**config.mk**
```make
export PLATFORM = sky130hd
export DESIGN_NAME = axis_round_robin_merge
export DESIGN_NICKNAME = d
export VERILOG_FILES = /design/src/rtl/axis_round_robin_merge.sv
export SDC_FILE = /design/constraint.sdc
export NUM_CORES = 1
export LEC_CHECK = 0
export CAP_MARGIN = 10
export CORE_MARGIN = 2
export CORE_UTILIZATION = 37
export DETAILED_ROUTE_END_ITERATION = 10
export PLACE_DENSITY = 0.9
export RECOVER_POWER = 100
export SETUP_SLACK_MARGIN = 0.3
export SLEW_MARGIN = 5
export SYNTH_ARGS = -nofsm -noshare
export SYNTH_HDL_FRONTEND = slang
export SYNTH_SLANG_ARGS = --single-unit
```
**constraint.sdc**
```tcl
create_clock -name clk -period 2.54 [get_ports clk]
set_clock_uncertainty 0.1 [all_clocks]
set_input_delay 0.254 -clock clk [delete_from_list [all_inputs] [get_ports clk]]
set_output_delay 0.254 -clock clk [all_outputs]
set_load 0.02 [all_outputs]
```
**src/rtl/axis_round_robin_merge.sv**
```systemverilog
// axis_round_robin_merge: recombines N AXI-Stream lanes in strict rotating lane order
// behind a single registered output stage.
module axis_round_robin_merge #(
    parameter int AXIS_BYTES         = 1,
    parameter int NUM_MASTER_STREAMS = 2,
    parameter int PACKET_MODE        = 1
) (
    input  logic                                           clk,
    input  logic                                           sresetn,
    output logic [NUM_MASTER_STREAMS-1:0]                  axis_i_tready,
    input  logic [NUM_MASTER_STREAMS-1:0]                  axis_i_tvalid,
    input  logic [NUM_MASTER_STREAMS*AXIS_BYTES*8-1:0]     axis_i_tdata,
    input  logic [NUM_MASTER_STREAMS-1:0]                  axis_i_tlast,
    input  logic                                           axis_o_tready,
    output logic                                           axis_o_tvalid,
    output logic [AXIS_BYTES*8-1:0]                        axis_o_tdata,
    output logic                                           axis_o_tlast
);
    localparam int W  = AXIS_BYTES * 8;
    localparam int N  = NUM_MASTER_STREAMS;
    localparam int SW = (N > 2) ? $clog2(N) : 1;
    localparam logic [SW-1:0] SEL_MAX = SW'(N - 1);

    logic [SW-1:0] sel_q, sel_d;
    logic          valid_q, valid_d;
    logic          last_q, last_d;
    logic [W-1:0]  data_q, data_d;
    logic [W-1:0]  lane_data;
    logic          lane_valid, lane_last, out_free, accept;

    assign out_free      = !valid_q | axis_o_tready;
    assign lane_valid    = axis_i_tvalid[sel_q];
    assign lane_last     = axis_i_tlast[sel_q];
    assign lane_data     = axis_i_tdata[sel_q*W +: W];
    assign axis_i_tready = (sresetn & out_free) ? N'(1) << sel_q : '0;
    assign accept        = lane_valid & sresetn & out_free;

    // Explicit wrap keeps the pointer inside 0..N-1 for non-power-of-2 N.
    always_comb begin
        valid_d = out_free ? accept : valid_q;
        data_d  = accept ? lane_data : data_q;
        last_d  = accept ? lane_last : last_q;
        sel_d   = (accept && (PACKET_MODE == 0 || lane_last)) ?
                  ((sel_q == SEL_MAX) ? '0 : sel_q + SW'(1)) : sel_q;
    end

    always_ff @(posedge clk) begin
        if (!sresetn) begin
            sel_q   <= '0;
            valid_q <= 1'b0;
            data_q  <= '0;
            last_q  <= 1'b0;
        end else begin
            sel_q   <= sel_d;
            valid_q <= valid_d;
            data_q  <= data_d;
            last_q  <= last_d;
        end
    end

    assign axis_o_tvalid = valid_q;
    assign axis_o_tdata  = data_q;
    assign axis_o_tlast  = last_q;
endmodule

```
# Word-level counts from Yosys, hierarchy flattened
# Index checks and enable logic that the tools add are counted.
word_totals:
  register_bits: 11
  inputBits: 23
  output_inout_bits: 12
  wordCells: 20
op_classes:
  add_sub_neg: 1
  order_cmp: 1
  shifts: 2
  n_mux: 6
  bitwise: 4
  n_reduce_logical: 2
op_table:
  columns: ["cell", "count"]
  rows:
  - ["variable part select 16 x 5 -> 8 bit", 1]
  - ["two-way mux 1 bit", 5]
  - ["bitwise AND 1 bit", 3]
  - ["less-than comparator 1 x 2 -> 1 bit (second input constant)", 1]
  - ["two-way mux 2 bit", 1]
  - ["left shift 1 x 1 -> 2 bit (first input constant)", 1]
  - ["adder 1 bit (second input constant)", 1]
  - ["logical AND 1 bit", 1]
  - ["logical NOT 1 bit", 1]
  - ["bitwise OR 1 bit", 1]

# Logic depth before layout (Yosys ltp)
depth:
  ltp_word: 5
  mapped_depth: 5
  depth_no_buf: 3

# Worst setup path after synthesis
# No wires, ideal clock.
synth_timing:
  path_type: "register to output"
  startpoint: "register sel_q"
  endpoint: "output axis_i_tready[1]"
  arrival_time_ns: 0.911
  required_time_ns: 2.186
  slack_ns: 1.275
  path_stages_with_launch: 4
  path_buffers: 2
  path_cell_list: "dfxtp_1 -> buf_6 -> buf_2 -> and3_1"
synth_between:
  elab_chain_len: 2
synth_rtl:
  columns: ["element", "line", "rtl"]
  rows:
  - ["start: declaration", "24", "logic [SW-1:0] sel_q, sel_d;"]
  - ["start signal: assignment", "54", "sel_q <= sel_d;"]
  - ["left shift 1 x 1 -> 2 bit", "35", "assign axis_i_tready = (sresetn & out_free) ? N'(1) << sel_q : '0;"]
  - ["two-way mux 2 bit", "35", null]
  - ["end: declaration", "10", "output logic [NUM_MASTER_STREAMS-1:0] axis_i_tready,"]
# Every way passes these cells.

# Worst setup path after layout
layout_timing:
  startpoint: "input sresetn"
  endpoint: "output axis_i_tready[1]"
layout_between:
  elab_chain_len: 2
layout_rtl:
  columns: ["element", "line", "rtl"]
  rows:
  - ["start: declaration", "9", "input logic sresetn,"]
  - ["bitwise AND 1 bit", "35", null]
  - ["two-way mux 2 bit", "35", null]
# Every way passes these cells.

==> flow_summary.json <==
{
  "status": "finished, final reports clean",
  "vdd_drop_max_uv": 344,
  "yosysTopAreaCell": "dfxtp_1",
  "seq_area_um2": 220,
  "cp_top_family": "buffers and inverters",
  "synth.area.top_cells": "dfxtp_1 40%, mux2i_1 33%, nand2_1 7.6%, buf_6 4.1%, nand3b_4 3.7%",
  "route.vias.total": 514,
  "slew_headroom_pct": 58.3,
  "grt_pass1_vias": 538,
  "multiInputGateArea_um2": 279,
  "ant_nets": 0,
  "leakagePower_nw": 0.413,
  "diodes": 0,
  "cts_root_buffer": "clkbuf_4",
  "finalSetupViolCount": 0,
  "crit_top_cell": "dlygate4sd3_1",
  "gp_congestion": 0.844,
  "synth-seq-cells": 11,
  "grt_max_degree": 12,
  "synth_top_cell_area_share_pct": 40.5,
  "crit_buf_inv": 2,
  "synth_cell_types": 11,
  "dp_cells": 100,
  "grt_use_met2_pct": 30.5,
  "finalNonFillerCells": 104,
  "htree_levels": 1,
  "synth.avg_cell_area_um2": 10.3,
  "place_hpwl_um": 1010,
  "dieArea_um2": 1790,
  "dpl_worst_slack_ps": 491,
  "routed_wirelength_um": 1290,
  "rr_worst_depth": 3,
  "ios": 35,
  "report.power.total_mw": 0.464,
  "netlist_area_um2": 544,
  "grt_use_total_pct": 16.3,
  "ctsResizeCount": 0,
  "hp-class": "reg2reg",
  "cts_made_buffers": 3,
  "post-route-util_pct": 67.2,
  "drv_cap": 0,
  "slowest_delay_ps": 720,
  "tritoncts": "built",
  "ys_seq_area_share_pct": 40.5,
  "cts_setup_buffers": 0,
  "cp.arrival_ps": 1830,
  "nFillCells": 122,
  "grt_pass1_wl_um": 2170,
  "yosys_warnings": 0,
  "startpoint_type": "primary input",
  "ctsHoldBuffers": 0,
  "clk_pin_slew_worst_paths_ps": 70,
  "p_per_area_nw_per_um2": 518,
  "core_um2": 1330,
  "synthesis.nets": 76,
  "cts.sinks": 11,
  "cts_buffer_depth": 2,
  "fin_nets": 113,
  "worstSetupPathDepth": 3,
  "die_h_um": 42.4,
  "start_util_pct": 40.8,
  "setup-tns-final_ps": 0,
  "synth_cells": 53,
  "cp_max_fo": 9,
  "worstSetupPathType": "in2out",
  "die-width_um": 42.4,
  "busiest_layer": "met2",
  "drt_iter0_drc": 3,
  "rsz0062_at_grt": "no",
  "finalCritPeriodShare_pct": 86.2,
  "endpoint_kind": "output pin",
  "hold_depth": 2,
  "drc": 0,
  "met1_usage_pct": 16.1,
  "fmax_mhz": 457,
  "worst_pin_slew_ps": 623,
  "setup_slack_ps": 352,
  "antenna_found_initial": 0,
  "drt_first_pass_iters": 4,
  "io_buffers": 34,
  "hold_viol_final": 0,
  "clkLatencyLatePin_ps": 270,
  "layout-drive-gt1-share_pct": 4.49,
  "use_met3_pct": 6.47,
  "crit_required_ps": 2190,
  "slowest_stage": "dlygate4sd3_1",
  "routedWlPerCell_um": 12.4,
  "finalMaxSlewViolations": 0,
  "min_period_ps": 2190,
  "vias_per_cell": 4.94,
  "rows": 13,
  "grt_overflow": 0,
  "critical_path.cell_chain": "dlygate4sd3_1 > and3_1 > dlygate4sd3_1",
  "syn2layout_area_growth_pct": 64.6
}
## power by group
group          leakage, nW  internal (mW)  total [mW]  switching [mW]
Combinational        0.307         0.0813       0.145          0.0640
Sequential          0.0910          0.191       0.200         0.00898
Clock               0.0150         0.0608       0.118          0.0571
## worst register-to-register path, delay by kind of cell, from the launching register on
| family | cells | cell delay [ps] |
|---|---|---|
| flip-flops | 1 | 390 |
| multiplexers | 2 | 510 |
| AND/OR/NAND/NOR | 1 | 510 |
## registers in the layout (all words and copies together) (netlist names)
signal	count
axis_o_tlast	1
sel_q	1
axis_o_tdata	8
axis_o_tvalid	1
## worst paths after layout
kind	from	end	slack, ps
max	sresetn	axis_i_tready[1]	350
min reg2reg	axis_o_tdata[7]	axis_o_tdata[7]	360
max reg2reg	sel_q	axis_o_tdata[2]	950
min	axis_o_tdata[7]	axis_o_tdata[7]	360
## synth_stat cells, drive strengths merged
cell    instances
nand2          11
and3            2
dfxtp          11
nand2b          2
o22ai           1
a21boi          2
mux2i          18
nand3b          1
buf             4
nor2            1
## metal layers
layer	vias to the layer above	share of wire, %
met5	-	0
met4	0	1.3
met3	4	8.4
met2	26	52
met1	229	38
li1	255	-
## placed cells by master (no fill, tap or decap)
master / instances
dlygate4sd3_1: 13
buf_4: 1
nand2_1: 11
mux2i_1: 18
clkbuf_1: 2
nor2_1: 1
clkbuf_4: 3
nand3b_1: 1
o22ai_1: 1
and3_1: 2
clkdlybuf4s50_1: 21
nand2b_1: 2
a21boi_0: 2
dfxtp_1: 11
## per-stage QoR
| stage | hold slack [ps] | area (um^2) |
|---|---|---|
| finish | 359 | 896 |
| global placement | 348 | 886 |
| floorplan | 305 | 544 |
| CTS | 367 | 912 |
| global route | 394 | 896 |
| detailed placement | 354 | 886 |
## area by class of cell
cell class	count	area share [%]
Clock buffer	4	2.93
Multi-Input combinational cell	38	31.1
Sequential cell	11	24.6
Tap cell	15	2.09
Timing Repair Buffer	36	39.2
## cell families (layout without fill, tap and decap cells)
family	Yosys count	after routing	share of synthesized area [%]
and+or+nand+nor	17	17	16.6
buffers and inverters	4	40	5.98
AOI/OAI and AO/OA	3	3	3.91
muxes	18	18	33.1
DFF	11	11	40.5
Note: power is estimated with default switching activity, not from simulation.
